--- src/rtl/weight_pkg.sv ---
// Shared types and sizes for the weight MAC sequencer and its lanes.
package weight_pkg;
    localparam int NEURONS = 10;
    localparam int WIDTH   = 10;
    localparam int ADDR_W  = 7;
    localparam int IN_W    = 8;
    // Wide enough for 2**ADDR_W worst-case products without wrap.
    localparam int ACC_W   = WIDTH + IN_W + 1 + ADDR_W;

    typedef logic signed [WIDTH-1:0] weight_t;
    typedef weight_t [NEURONS-1:0]   weight_vec_t;
    typedef logic signed [ACC_W-1:0] acc_t;
    typedef acc_t [NEURONS-1:0]      acc_vec_t;

    typedef enum logic [1:0] {IDLE, RUN, DRAIN, DONE} mac_state_t;
endpackage

--- src/rtl/mac_lane.sv ---
// One signed multiply-accumulate lane: signed weight times unsigned feature.
// MAC_RELU_EN clamps the presented sum at zero; the stored sum stays signed.
module mac_lane
    import weight_pkg::*;
(
    input  logic              clk,
    input  logic              rst_n,
    input  logic              clear,
    input  logic              en,
    input  logic [WIDTH-1:0]  w,
    input  logic [IN_W-1:0]   x,
    output logic [ACC_W-1:0]  acc
);
    logic signed [WIDTH+IN_W:0] prod;
    acc_t                       sum;

    // Zero-extend the feature so it multiplies as a non-negative signed value.
    assign prod = $signed(w) * $signed({1'b0, x});

    always_ff @(posedge clk or negedge rst_n) begin
        if (!rst_n)     sum <= '0;
        else if (clear) sum <= '0;
        else if (en)    sum <= sum + acc_t'(prod);
    end

`ifdef MAC_RELU_EN
    assign acc = sum[ACC_W-1] ? '0 : sum;
`else
    assign acc = sum;
`endif
endmodule

--- src/rtl/weight_mac_sequencer.sv ---
// Walks WeightRAM addresses 0..DEPTH-1, takes one feature per address and
// accumulates NEURONS signed dot products. Optional MAC_RELU_EN clamps outputs.
module weight_mac_sequencer
    import weight_pkg::*;
#(
    parameter int DEPTH = 100
) (
    input  logic                     Clock,
    input  logic                     Rst,
    input  logic                     Start,
    input  logic                     XValid,
    input  logic [IN_W-1:0]          X,
    output logic                     XReady,
    output logic [ADDR_W-1:0]        Address,
    output logic                     RamOwn,
    input  logic [NEURONS*WIDTH-1:0] Q,
    output logic                     Busy,
    output logic                     Done,
    output logic [NEURONS*ACC_W-1:0] Acc
);
    localparam logic [ADDR_W-1:0] LAST = ADDR_W'(DEPTH - 1);

    mac_state_t        state;
    logic [ADDR_W-1:0] count;
    logic [IN_W-1:0]   x_q;
    logic              v_q;
    logic              xready;
    logic              busy;
    logic              done;
    logic              clear;
    weight_vec_t       q_vec;
    acc_vec_t          acc_vec;

    // A Start coinciding with the Done pulse is dropped.
    assign clear = (state == IDLE) && Start && !done;

    always_ff @(posedge Clock or negedge Rst) begin
        if (!Rst) begin
            state  <= IDLE;
            count  <= '0;
            x_q    <= '0;
            v_q    <= 1'b0;
            xready <= 1'b0;
            busy   <= 1'b0;
            done   <= 1'b0;
        end else begin
            done <= 1'b0;
            v_q  <= 1'b0;
            case (state)
                IDLE: begin
                    if (clear) begin
                        state  <= RUN;
                        count  <= '0;
                        xready <= 1'b1;
                        busy   <= 1'b1;
                    end
                end
                RUN: begin
                    if (XValid && xready) begin
                        x_q <= X;
                        v_q <= 1'b1;
                        // Address parks on the last entry so Q stays coherent.
                        if (count == LAST) begin
                            state  <= DRAIN;
                            xready <= 1'b0;
                        end else begin
                            count <= count + 1'b1;
                        end
                    end
                end
                DRAIN: state <= DONE;
                DONE: begin
                    state <= IDLE;
                    done  <= 1'b1;
                    busy  <= 1'b0;
                end
                default: state <= IDLE;
            endcase
        end
    end

    assign q_vec   = Q;
    assign Acc     = acc_vec;
    assign XReady  = xready;
    assign Address = count;
    assign RamOwn  = busy;
    assign Busy    = busy;
    assign Done    = done;

    for (genvar i = 0; i < NEURONS; i++) begin : g_lane
        mac_lane u_lane (
            .clk   (Clock),
            .rst_n (Rst),
            .clear (clear),
            .en    (v_q),
            .w     (q_vec[i]),
            .x     (x_q),
            .acc   (acc_vec[i])
        );
    end
endmodule

--- config.mk ---
export PLATFORM = sky130hd
export DESIGN_NAME = weight_mac_sequencer
export DESIGN_NICKNAME = d
export VERILOG_FILES = /design/src/rtl/weight_pkg.sv /design/src/rtl/mac_lane.sv /design/src/rtl/weight_mac_sequencer.sv
export SDC_FILE = /design/constraint.sdc
export NUM_CORES = 2
export LEC_CHECK = 0
export BUFFER_PORTS_ARGS = -buffer_cell sky130_fd_sc_hd__buf_4
export CORE_AREA = 4 4 364 366
export CTS_CLUSTER_DIAMETER = 80
export DETAILED_ROUTE_END_ITERATION = 8
export DIE_AREA = 0 0 368 370
export PLACE_DENSITY_LB_ADDON = 0.15
export SLEW_MARGIN = 25
export SYNTH_ARGS = -nofsm -noshare
export SYNTH_HDL_FRONTEND = slang
export SYNTH_HIERARCHICAL = 1
export SYNTH_SLANG_ARGS = --single-unit
--- constraint.sdc ---
create_clock -name Clock -period 8 [get_ports Clock]
set_input_delay 1.6 -clock Clock [delete_from_list [all_inputs] [get_ports Clock]]
set_output_delay 1.6 -clock Clock [all_outputs]
set_load 0.02 [all_outputs]
# Yosys cells after proc, flatten, opt, wreduce, memory -nomap -nowiden
# Index checks and enable logic that the tools add are counted.
# Widths: inputs -> output; s select.
# word_totals
ff_bits	281
in_bits	112
output_inout_bits	271
word_cells	95
# op_classes
n_addsub	11
mul	10
n_eq_ne	8
n_mux	36
reduce_logical	13
# ops
cell	count
$mux 26	20
$add 26x19->26	10
$mul 10x9->19	10
$mux 7	3
$pmux 7 s2	1
$ne 2x2->1 const B	4
$pmux 2 s4	1
$reduce_and 4->1	2
$add 7x1->7 const B	1
$eq 7x7->1 const B	1
$mux 1	6
$mux 2	3
$reduce_bool 2->1	3
$eq 2x2->1 const B	2
$pmux 1 s2	2
$reduce_and 2->1	2
$logic_and 1x1->1	3
$reduce_and 3->1	1
$eq 2x1->1 const B	1
$logic_not 2->1	1
$logic_not 1->1	1

# Logic depth before layout (Yosys ltp)
# depth
ltp_word	5
depth_mapped	22

# Modules after synthesis
# Netlist, hierarchy kept.
# by_module_without_submodules
module	instances	cells_each	area_per_inst_um2	seq_area_each_um2
mac_lane (g_lane[2].u_lane ...)	5	607	5385.2	650.6
mac_lane (g_lane[8].u_lane ...)	2	626	5529.1	650.6
mac_lane (g_lane[0].u_lane ...)	2	609	5430.2	650.6
mac_lane (g_lane[7].u_lane)	1	611	5445.2	650.6
weight_mac_sequencer	1	101	1091.0	525.5

# Worst setup path after synthesis
# Ideal clock, no wire load.
# synth_timing
kind	in2reg
from	input port Q[29]
to	register g_lane[2].u_lane.sum[23]
arrival_time_ps	6793
required_time_ps	7913
path_slack_ps	1120
cell_stages	18
path_buffers	1
cell_sequence	clkbuf_1 > nand2_1 > fa_1 > inv_1 > fa_1 > inv_1 > fa_1 > fa_1 > fa_1 > inv_1 > ha_1 > and3_4 > and3_4 > a221o_1 > a21o_1 > or2_0 > a311o_1 > o211ai_1
# synth_between
elab_chain_len	4
# synth_lines
item	line_no	source
start: declaration	weight_mac_sequencer.sv:16	input logic [NEURONS*WIDTH-1:0] Q,
$mul 10x9->19	mac_lane.sv:18	assign prod = $signed(w) * $signed({1'b0, x});
$add 26x19->26	mac_lane.sv:23	else if (en) sum <= sum + acc_t'(prod);
$mux 26	mac_lane.sv:23	
$mux 26	mac_lane.sv:22	else if (clear) sum <= '0;
end signal: assignment	mac_lane.sv:23	
end: declaration	mac_lane.sv:15	acc_t sum;
# No other way between the ends. The select of a mux whose other input is x is not followed.
# A chain may end at the register's enable or synchronous reset.

# Worst setup path in the final report
# layout_timing
from	register x_q[0]
to	register g_lane[0].u_lane.sum[25]
# layout_between
elab_chain_len	4
# layout_lines
item	line_no	source
start: declaration	weight_mac_sequencer.sv:25	logic [IN_W-1:0] x_q;
start signal: assignment	weight_mac_sequencer.sv:41	x_q <= '0;
start signal: assignment	weight_mac_sequencer.sv:60	x_q <= X;
$mul 10x9->19	mac_lane.sv:18	
$add 26x19->26	mac_lane.sv:23	
$mux 26	mac_lane.sv:23	
$mux 26	mac_lane.sv:22	
end signal: assignment	mac_lane.sv:23	
end: declaration	mac_lane.sv:15	
# No other way between the ends. The select of a mux whose other input is x is not followed.

==> results_dict.tcl <==
set metrics [dict create \
    yosysSeqAreaShare 0.127 \
    post-cts-setup-buffers 0 \
    num_io_pins 383 \
    final_area_um2 61600 \
    dr_wl_met2_mm 65.9 \
    die_h_um 370 \
    grt.total_usage 0.214 \
    max-cap-violations 0 \
    reg2reg_to "g_lane[0].u_lane/acc[25]" \
    tns_ps 0 \
    drive_gt1_frac 0.0910 \
    crit_required_ps 8560 \
    cp-end-kind "register" \
    drc 0 \
    hp-start "g_lane[4].u_lane/acc[17]" \
    hold_path.class "reg2reg" \
    met1_length_mm 63.7 \
    syn-cell-area_um2 55400 \
    drt_iter0_markers 1871 \
    grt_first_pass_wirelength_mm 238 \
    numCtsBuffers 45 \
    core_um2 129000 \
    grt_pass1_vias 45100 \
    area_growth_pct 11.2 \
    cts-root-buf "clkbuf_16" \
    vias_per_cell 5.10 \
    cts_tree "yes" \
    antenna_found_initial 18 \
    yosys_warnings 6 \
    wirelength_mm 141 \
    cts-resized-gates 0 \
    synthFlopType "dfrtp_1" \
    vias 42300 \
    synth_nets 7765 \
    place_hpwl_mm 113 \
    rows 132 \
    timing.rr.start "x_q[0]" \
    layout_common_cells "inv_1 (1370), fa_1 (900), nand2_1 (587)" \
    place_area_um2 60000 \
    grt_overflow 0 \
    top_layer "met5" \
    clockBufferDepth 3 \
    dieArea_um2 136000 \
    clk_latency_ps 640 \
    timing.fmax_ghz 0.149 \
    start_util 0.429 \
    min_period_ps 6700 \
    crit_arrival_ps 7260 \
    whs_path_depth 2 \
    final_core_util 0.477 \
    dr_wl_met3_mm 8.36 \
    clk_pin_slew_ps 60 \
    worstRegToRegCells 17 \
    cts_sinks 281 \
    path_max_fanout 55 \
    slew_viol_final 0 \
    yosys.area.top_type_share 0.325 \
    dieWidth_um 368 \
    synthCells 6217 \
    synth_cell_type_count 92 \
    ys_async_sr_fraction 1.00 \
    layout_commonest_cell "inv_1" \
    slew_headroom 0.349 \
    ant_nets 0 \
    synth_area_leaders "fa_1 (33%), dfrtp_1 (13%), ha_1 (12%)" \
    nFillCells 12600 \
    setup_viol 0 \
    nNetsFinal 8041 \
    finClkSkew_ps 18.7 \
    h-tree-depth 2 \
    gp_congestion 0.891 \
    setup.worst_path.start_class "register" \
    hold_buffers 0 \
    ff2ff_setup_slack_ps 1300 \
    firstDrtPassIters 6 \
    grt_setup_unrepaired "false" \
    timing_hold_violations_final 0 \
    hold_end "g_lane[4].u_lane/acc[17]" \
    synth_edf_count 0 \
    worst_pin_slew_ps 977 \
    yosysTopAreaCell "fa_1" \
    avgSynthCellArea_um2 8.91 \
    io_buffers 382 \
    yosys_register_bits 281 \
    status "finished, final reports clean" \
    crit_type "reg2reg" \
    wl_per_cell_um 17.1 \
    grt_start_max_net_pins 118 \
    post-route-period-util 0.837 \
]
[per-layer routing]
layer / track usage / vias up
met5: 0 / -
met4: 0.0493 / 12
met3: 0.0462 / 171
met2: 0.352 / 803
met1: 0.289 / 21100
li1: - / 20200
[synth_stat cells, types with 13 or more instances]
cell type / count
xor2_1: 70
nand4_1: 45
clkbuf_1: 121
and3_1: 14
o21bai_1: 22
a31oi_1: 33
and2_1: 424
o211ai_1: 32
nor4_1: 17
nor3_1: 49
a211o_1: 14
nand2b_1: 68
nand3b_1: 17
nor3b_1: 14
mux2i_1: 108
or3_1: 21
fa_1: 900
xnor2_1: 103
o21ai_1: 21
a211oi_1: 39
ha_1: 536
a21oi_1: 223
o22ai_1: 25
nor2_1: 319
nand3_1: 55
nand2_1: 587
dfrtp_1: 281
buf_1: 19
a21o_1: 136
inv_1: 1370
buf_2: 27
nor2b_1: 47
o21a_1: 33
mux2_2: 13
o21ai_0: 165
[kinds of logic after synthesis]
logic type	synth area share
buffers and inverters	0.108
adder cells (fa/ha/maj)	0.446
AO/OA/AOI/OAI	0.111
multiplexers	0.0226
flip-flops	0.127
AND/OR/NAND/NOR	0.158
XOR/XNOR	0.0274
[worst max path at each step]
| stage | startpoint | to | slack (ps) |
|---|---|---|---|
| 2_1_floorplan | Q[29] | g_lane[2].u_lane/acc[23] | 1120 |
| 3_3_place_gp | Q[99] | g_lane[9].u_lane/acc[25] | 980 |
| 3_5_place_dp | Q[89] | g_lane[8].u_lane/acc[25] | 850 |
| 4_1_cts | x_q[0] | g_lane[0].u_lane/acc[25] | 1320 |
| 5_1_grt | x_q[0] | g_lane[0].u_lane/acc[25] | 870 |
| 6_report | x_q[0] | g_lane[0].u_lane/acc[25] | 1300 |
[sequential cells by signal, summed over array words and instances, names as in the netlist]
register	count
g_lane.u_lane/acc	260
x_q	8
Busy	1
Address	7
v_q	1
Done	1
XReady	1
state	2
[critical path, cell delays in order, from the launching register on]
cell     delay (ps)
dfrtp_4        1000
buf_4           440
nand2_1         160
inv_1           140
fa_1            470
fa_1            600
fa_1            580
inv_1            70
fa_1            460
inv_1           350
fa_1            520
ha_1            410
a21oi_1         250
o21ai_0         170
nor4_1          300
nor3_1          150
o41a_1          380
nand3_1          90
[final cells by class]
| type | instances | area (µm²) | share of cell area |
|---|---|---|---|
| Clock inverter | 24 | 330 | 0.00537 |
| Antenna cell | 13 | 32.5 | 0.000528 |
| Inverter | 1370 | 5140 | 0.0835 |
| Timing Repair Buffer | 415 | 3210 | 0.0522 |
| Tap cell | 1742 | 2180 | 0.0354 |
| Sequential cell | 281 | 7070 | 0.115 |
| Multi-Input combinational cell | 4380 | 42400 | 0.688 |
| Clock buffer | 59 | 1230 | 0.0200 |
[through the flow]
stage / hold slack (ps) / worst slack [ps] / std cells
finish: 525 / 1300 / 8284
global route: 574 / 875 / 8274
CTS: 542 / 1320 / 8271
detailed placement: 526 / 852 / 8188
global placement: 498 / 984 / 8188
floorplan: 534 / 1120 / 6217
Power is left out: the tool's default activity adds up to more than one toggle a clock period on the data nets, which glitch-free logic cannot reach.
